## config.mk

```make
export PLATFORM = sky130hd
export DESIGN_NAME = uart_rx_fifo_ctrl
export DESIGN_NICKNAME = d
export VERILOG_FILES = /design/src/rtl/uart_pkg.sv /design/src/rtl/uart_rx_timeout.sv /design/src/rtl/uart_rx_fifo_ctrl.sv
export SDC_FILE = /design/constraint.sdc
export NUM_CORES = 1
export LEC_CHECK = 0
export ABC_AREA = 0
export CORE_UTILIZATION = 61
export CTS_CLUSTER_DIAMETER = 100
export CTS_CLUSTER_SIZE = 30
export DETAILED_ROUTE_END_ITERATION = 8
export DONT_BUFFER_PORTS = 1
export PLACE_DENSITY = 0.77
export SLEW_MARGIN = 0
export SYNTH_ARGS = -nofsm -noshare
export SYNTH_HDL_FRONTEND = slang
export SYNTH_SLANG_ARGS = --single-unit
```

## constraint.sdc

```tcl
create_clock -name clk -period 3.7 [get_ports clk]
set_input_delay 0.74 -clock clk [delete_from_list [all_inputs] [get_ports clk]]
set_output_delay 0.74 -clock clk [all_outputs]
set_load 0.05 [all_outputs]
```

## src/rtl/uart_pkg.sv

```systemverilog
// Shared UART definitions: FCR field positions, trigger encodings, fetch FSM states.
package uart_pkg;

   localparam int unsigned FCR_FIFO_EN = 0;
   localparam int unsigned FCR_RX_CLR  = 1;
   localparam int unsigned FCR_TRIG_LO = 6;
   localparam int unsigned FCR_TRIG_HI = 7;

   localparam logic [1:0] TRIG_1    = 2'd0;
   localparam logic [1:0] TRIG_QTR  = 2'd1;
   localparam logic [1:0] TRIG_HALF = 2'd2;
   localparam logic [1:0] TRIG_NEAR = 2'd3;

   typedef enum logic {
      RX_IDLE = 1'b0,
      RX_CAPT = 1'b1
   } rx_fetch_e;

   // The per-character error flag sits just above the character bits.
   function automatic int unsigned err_bit(input int unsigned width);
      return width;
   endfunction

   // Receive trigger level for a given selector and FIFO depth.
   function automatic int unsigned trig_level(input logic [1:0] sel, input int unsigned depth);
      int unsigned lvl;
      case (sel)
         TRIG_1:    lvl = 1;
         TRIG_QTR:  lvl = depth / 4;
         TRIG_HALF: lvl = depth / 2;
         TRIG_NEAR: lvl = depth - 2;
         default:   lvl = 1;
      endcase
      return lvl;
   endfunction

endpackage

```

## src/rtl/uart_rx_timeout.sv

```systemverilog
// Character-timeout timer: counts enabled clocks up to 4*char_time, then holds a sticky flag.
module uart_rx_timeout #(
   parameter int unsigned TO_W = 16
) (
   input  logic            clk,
   input  logic            rst,
   input  logic            enable,
   input  logic            restart,
   input  logic [TO_W-1:0] char_time,
   output logic            expired
);

   localparam int unsigned CNT_W = TO_W + 2;

   logic [CNT_W-1:0] cnt;
   logic [CNT_W-1:0] cnt_inc;
   logic [CNT_W-1:0] limit;

   assign limit   = {char_time, 2'b00};
   assign cnt_inc = cnt + CNT_W'(1);

   // Count while enabled; restart clears both the count and the flag.
   always_ff @(posedge clk or posedge rst) begin
      if (rst) begin
         cnt     <= '0;
         expired <= 1'b0;
      end else if (restart) begin
         cnt     <= '0;
         expired <= 1'b0;
      end else if (!enable) begin
         cnt     <= '0;
      end else if (!expired) begin
         cnt <= cnt_inc;
         if (cnt_inc == limit) begin
            expired <= 1'b1;
         end
      end
   end

endmodule

```

## src/rtl/uart_rx_fifo_ctrl.sv

```systemverilog
// 16550 receive controller: FIFO write/prefetch, occupancy, LSR status and RX interrupts.
module uart_rx_fifo_ctrl #(
   parameter int unsigned DEPTH = 16,
   parameter int unsigned WIDTH = 8,
   parameter int unsigned TO_W  = 16
) (
   input  logic             clk,
   input  logic             rst,
   input  logic             fcr_wr,
   input  logic [7:0]       fcr_data,
   input  logic             rbr_rd,
   input  logic             lsr_rd,
   input  logic             rx_valid,
   input  logic [WIDTH:0]   rx_data,
   input  logic [TO_W-1:0]  char_time,
   output logic             fifo_write,
   output logic [WIDTH:0]   fifo_wdata,
   output logic             fifo_read,
   output logic             fifo_rst_n,
   input  logic [WIDTH:0]   fifo_rdata,
   input  logic             fifo_empty,
   input  logic             fifo_full,
   output logic [WIDTH-1:0] rbr_data,
   output logic             rbr_valid,
   output logic             overrun,
   output logic             rx_err,
   output logic             int_rda,
   output logic             int_timeout
);

   import uart_pkg::*;

   localparam int unsigned OCC_W = $clog2(DEPTH + 1) + 1;
   localparam int unsigned ERR_B = err_bit(WIDTH);

   logic             fifo_en;
   logic [1:0]       trig_sel;
   logic [OCC_W-1:0] occ;
   logic [OCC_W-1:0] err_cnt;
   logic [OCC_W-1:0] level;
   logic             rbr_err;
   logic             clr_req;
   logic             in_clr;
   logic             wr_ok;
   logic             rd_acc;
   logic             ovr_evt;
   logic             can_fetch;
   logic             err_inc;
   logic             err_dec;
   logic             to_enable;
   logic             to_restart;
   logic             unused_fcr;
   rx_fetch_e        state;
   rx_fetch_e        state_nxt;

   assign unused_fcr = ^fcr_data[5:2];

   // A clear is requested by RX_CLR or by toggling the FIFO enable.
   assign clr_req   = fcr_wr & (fcr_data[FCR_RX_CLR] | (fcr_data[FCR_FIFO_EN] != fifo_en));
   assign in_clr    = ~fifo_rst_n;
   assign wr_ok     = fifo_en ? ~fifo_full : (occ == '0);
   assign fifo_write = rx_valid & wr_ok & ~in_clr;
   assign fifo_wdata = rx_data;
   assign ovr_evt   = rx_valid & ~wr_ok & ~in_clr;
   assign rd_acc    = rbr_rd & rbr_valid;
   assign can_fetch = ~rbr_valid & ~fifo_empty & ~in_clr;
   assign err_inc   = fifo_write & rx_data[ERR_B];
   assign err_dec   = rd_acc & rbr_err;
   assign rx_err    = (err_cnt != '0);
   assign level     = OCC_W'(trig_level(fifo_en ? trig_sel : TRIG_1, DEPTH));

   // FCR shadow registers.
   always_ff @(posedge clk or posedge rst) begin
      if (rst) begin
         fifo_en  <= 1'b0;
         trig_sel <= TRIG_1;
      end else if (fcr_wr) begin
         fifo_en  <= fcr_data[FCR_FIFO_EN];
         trig_sel <= fcr_data[FCR_TRIG_HI:FCR_TRIG_LO];
      end
   end

   // One-cycle synchronous FIFO clear pulse following the FCR write.
   always_ff @(posedge clk or posedge rst) begin
      if (rst) begin
         fifo_rst_n <= 1'b1;
      end else begin
         fifo_rst_n <= ~clr_req;
      end
   end

   // Occupancy (FIFO plus holding register) and flagged-character count.
   always_ff @(posedge clk or posedge rst) begin
      if (rst) begin
         occ     <= '0;
         err_cnt <= '0;
      end else if (clr_req) begin
         occ     <= '0;
         err_cnt <= '0;
      end else begin
         if (fifo_write && !rd_acc) begin
            occ <= occ + OCC_W'(1);
         end else if (!fifo_write && rd_acc) begin
            occ <= occ - OCC_W'(1);
         end
         if (err_inc && !err_dec) begin
            err_cnt <= err_cnt + OCC_W'(1);
         end else if (!err_inc && err_dec) begin
            err_cnt <= err_cnt - OCC_W'(1);
         end
      end
   end

   // Prefetch FSM state register.
   always_ff @(posedge clk or posedge rst) begin
      if (rst) begin
         state <= RX_IDLE;
      end else if (clr_req) begin
         state <= RX_IDLE;
      end else begin
         state <= state_nxt;
      end
   end

   // Prefetch FSM next state: fetch when the holding register is free.
   always_comb begin
      state_nxt = state;
      case (state)
         RX_IDLE: if (can_fetch) state_nxt = RX_CAPT;
         RX_CAPT: state_nxt = RX_IDLE;
         default: state_nxt = RX_IDLE;
      endcase
   end

   // Prefetch FSM output: FIFO read strobe.
   always_comb begin
      fifo_read = 1'b0;
      if (state == RX_IDLE) begin
         fifo_read = can_fetch;
      end
   end

   // Receive-buffer holding register, loaded from the FIFO output register.
   always_ff @(posedge clk or posedge rst) begin
      if (rst) begin
         rbr_valid <= 1'b0;
         rbr_data  <= '0;
         rbr_err   <= 1'b0;
      end else if (clr_req) begin
         rbr_valid <= 1'b0;
         rbr_err   <= 1'b0;
      end else if (state == RX_CAPT) begin
         rbr_valid <= 1'b1;
         rbr_data  <= fifo_rdata[WIDTH-1:0];
         rbr_err   <= fifo_rdata[ERR_B];
      end else if (rd_acc) begin
         rbr_valid <= 1'b0;
      end
   end

   // Sticky overrun; a new overrun beats a simultaneous LSR read.
   always_ff @(posedge clk or posedge rst) begin
      if (rst) begin
         overrun <= 1'b0;
      end else if (ovr_evt) begin
         overrun <= 1'b1;
      end else if (lsr_rd) begin
         overrun <= 1'b0;
      end
   end

   // Received-data-available interrupt from occupancy vs trigger level.
   always_ff @(posedge clk or posedge rst) begin
      if (rst) begin
         int_rda <= 1'b0;
      end else begin
         int_rda <= (occ >= level);
      end
   end

   assign to_enable  = fifo_en & (char_time != '0) & (occ != '0);
   assign to_restart = fifo_write | rd_acc | clr_req;

   uart_rx_timeout #(
      .TO_W (TO_W)
   ) u_timeout (
      .clk       (clk),
      .rst       (rst),
      .enable    (to_enable),
      .restart   (to_restart),
      .char_time (char_time),
      .expired   (int_timeout)
   );

endmodule

```

==> flow_summary.ini <==
[yosys]
yosysTopAreaCellShare_pct = 37.1
synth_seq_cells = 48
syn_nets = 396
syn_area_per_cell_um2 = 9.62
synth-simple-area-share_pct = 18.3
yosys.area_share.adder_pct = 6.78
ys_warn_count = 0
ys_types = 47
synth-edff-count = 0
yosysSeqAreaShare_pct = 37.9
netlist_area_um2 = 3170
synth_top_family_by_area = simple AND/OR/NAND/NOR gates
synth_compound_area_share_pct = 8.28
synth_xor_area_share_pct = 14.6
async_flop_share_pct = 100
synth_flop_cell = dfrtp_1
muxShareOfSynthArea_pct = 7.06
yosys.area.top_type = dfrtp_1
synth_cells = 330
yosys-top-cells-area = dfrtp_1 37%, xnor2_1 9.1%, ha_1 5.5%

[placed_design]
gp_congestion = 0.836
numPortBuffers = 0
place_hpwl_um = 4490
placedCellCount = 378
dpl_cell_area_um2 = 3140

[detailed_routing]
drt_iter0_drc = 102
drtAntennaViolNets = 0
wirelength_um = 5880
wl_per_cell_um = 15.2
vias = 2259
viasPerCell = 5.85
drt_pre_antenna_iters = 4
drcViolationCount = 0

[worst_setup_path]
crit_slowest_cell = nor2b_4
regToRegEndpoint = err_cnt[5]$_DFFE_PP0P_
cp.required_ns = 3.94
crit_type = flip-flop to flip-flop
critPathArrivalTime_ns = 3.56
reg2reg_depth = 11
crit_path_end_kind = flip-flop
cp-startpoint = occ[1]$_DFFE_PP0P_
crit_end = err_cnt[5]$_DFFE_PP0P_
max_stage_delay_ns = 0.47
worstPathMaxFanout = 8
timing.rr.start = occ[1]$_DFFE_PP0P_
crit_path_start_kind = flip-flop
critical_path.cell_chain = nor4_1 > a22o_1 > nor2b_4 > nand3_1 > ha_1 > a21o_1 > a21oi_1 > o21bai_1 > a21oi_1 > mux2i_1 > mux2i_1
r2r_slack_ns = 0.38

[clock_tree]
clock_latency_ns = 0.31
clockRootBuffer = clkbuf_8
cts_hold_buffers = 0
clk_path_buf_depth = 2
post_cts_buffers = 0
cts.htree.levels = 2
cts_tree = yes
clk_pin_slew_ns = 0.10
cts_buffers = 5
cts_resized = 0
cts.sinks = 48

[timing]
min_period_ns = 3.32
max_freq_mhz = 301
finalHoldViolations = 0
setup_viol = 0
slew_violations = 0
finClkSkew_ns = 0.0103
fin_crit_sh_pct = 89.8
rsz0062_at_grt = false
maxSlewHeadroom_pct = 36.7
tns_ns = 0
tightest_slew_ns = 0.949

[flow_run]
max_cap_viol_count = 0

[outcome]
outcome = finished, final reports clean

[layout]
fin_nets = 384
final_cells = 386
final_core_util_pct = 66.6
area_delta_synth_final_pct = 1.77
num_antenna_cells = 0
final_area_um2 = 3230
drive_gt1_share_pct = 9.72

[global_routing]
grt_pass1_vias = 2116
grtUsageTotal_pct = 23.1
grt.overflow.total = 0
grt_max_degree = 49
grt_pass1_wl_um = 9650
antenna_found_initial = 0

[floorplanning]
rows = 25
initial_core_util_pct = 65.4
die_x_um = 74.1
io_pins = 75
die_y_um = 74.1
core_area_um2 = 4850
die_area_um2 = 5490

[pwr]
p_per_area_nw_per_um2 = 560
ir_drop_v = 0.000442
leakage_nw = 1.39

[min_path]
min_path_type = primary input to asynchronous set/reset pin
==> cells by family after synthesis <==
kind of cell | Yosys count
AND/OR/NAND/NOR | 113
XOR/XNOR | 53
flip-flops | 48
buffers and inverters | 40
AO/OA/AOI/OAI | 39
multiplexers | 21
adder cells (fa/ha/maj) | 16
==> worst max-delay path, delay by kind of cell (launching register included) <==
kind	cells	cell delay (ns)
simple gates	3	1.15
compound gates	5	0.91
flops	1	0.43
mux	2	0.42
fa+ha+maj	1	0.35
==> cells in the final DEF, fill, tap and decap left out, types with 3 or more instances in the layout <==
| master | netlist | routed |
|---|---|---|
| dfrtp_1 | 47 | 47 |
| xnor2_1 | 33 | 33 |
| nor2_1 | 32 | 32 |
| xor2_1 | 20 | 20 |
| nand2_1 | 17 | 17 |
| inv_1 | 17 | 16 |
| nand3_1 | 15 | 15 |
| ha_1 | 14 | 14 |
| mux2_2 | 11 | 11 |
| nor3_1 | 11 | 11 |
| a21oi_1 | 10 | 10 |
| mux2i_1 | 10 | 10 |
| nor4_1 | 7 | 7 |
| nand4_1 | 7 | 7 |
| a21o_1 | 5 | 5 |
| a211oi_1 | 5 | 5 |
| clkbuf_8 | 0 | 5 |
| and4_1 | 4 | 4 |
| and2_1 | 4 | 4 |
| o21ai_0 | 4 | 4 |
| nand2b_1 | 4 | 4 |
| a31oi_1 | 3 | 3 |
| buf_4 | 9 | 3 |
==> layer usage <==
metal  vias to the layer above  GRT usage [%]  wire, um  share of wire, %
met4                         0           7.48        90               1.5
met2                        61           37.1      2730                46
met5                         -              0         0                 0
met3                         9           5.42       354               6.0
met1                      1083           31.0      2710                46
li1                       1106              -         -                 -
==> cells in the mapped netlist (3+ instances only) <==
| cell | n |
|---|---|
| and2_1 | 4 |
| a21o_1 | 5 |
| nand2b_1 | 4 |
| nor3_1 | 11 |
| ha_1 | 14 |
| inv_1 | 17 |
| and4_1 | 4 |
| mux2_2 | 11 |
| a21oi_1 | 10 |
| o21ai_0 | 4 |
| buf_2 | 3 |
| nor2_1 | 32 |
| a211oi_1 | 5 |
| buf_4 | 9 |
| nand2_1 | 17 |
| mux2i_1 | 10 |
| a31oi_1 | 3 |
| clkbuf_1 | 6 |
| dfrtp_1 | 47 |
| nor4_1 | 7 |
| nand3_1 | 15 |
| xor2_1 | 20 |
| nand4_1 | 7 |
| xnor2_1 | 33 |
| buf_6 | 4 |
==> state kept, by name (all words and copies together), names as in the netlist <==
| signal | flops |
|---|---|
| int_rda | 1 |
| rbr_err | 1 |
| trig_sel | 2 |
| rbr_valid | 1 |
| overrun | 1 |
| rbr_data | 8 |
| err_cnt | 6 |
| fifo_en | 1 |
| state | 1 |
| u_timeout.cnt | 18 |
| fifo_rst_n | 1 |
| u_timeout.expired | 1 |
| occ | 6 |
==> power breakdown <==
part           switching (W)  internal (W)  total, W  leakage (nW)
combinational       0.000320      0.000291  0.000611         0.717
clock               0.000193      0.000138  0.000331        0.0452
sequential          0.000249      0.000619  0.000868         0.626
total               0.000761       0.00105   0.00181          1.39
==> per-stage QoR <==
step,power (W),setup slack (ns),hold slack [ns]
after global placement,0.00146,0.421,0.509
after CTS,0.00182,0.364,0.519
after floorplan,0.00141,0.530,0.486
after detailed placement,0.00149,0.387,0.553
final,0.00181,0.378,0.516
after global routing,0.00192,0.115,0.517
==> worst min path at each step <==
stage | from | to | slack (ns) | cells past startpoint
floorplan | rbr_err$_DFFE_PP0P_ | rbr_err$_DFFE_PP0P_ | 0.49 | 2
global placement | rbr_err$_DFFE_PP0P_ | rbr_err$_DFFE_PP0P_ | 0.51 | 2
global route | lsr_rd | overrun$_DFFE_PP0P_ | 0.52 | 1
CTS | lsr_rd | overrun$_DFFE_PP0P_ | 0.52 | 1
detailed placement | u_timeout.cnt[17]$_DFFE_PP0P_ | u_timeout.cnt[17]$_DFFE_PP0P_ | 0.55 | 2
finish | rst | u_timeout.expired$_DFFE_PP0P_ | 0.52 | 1
==> area by class of cell <==
type,instances,area [um^2]
Multi-Input combinational cell,242,1750
Fill cell,416,1620
Sequential cell,48,1200
Tap cell,67,83.8
Inverter,18,72.6
Clock buffer,5,68.8
Clock inverter,3,25.0
Timing Repair Buffer,3,22.5
No activity file was read; power rests on OpenSTA's default activity.
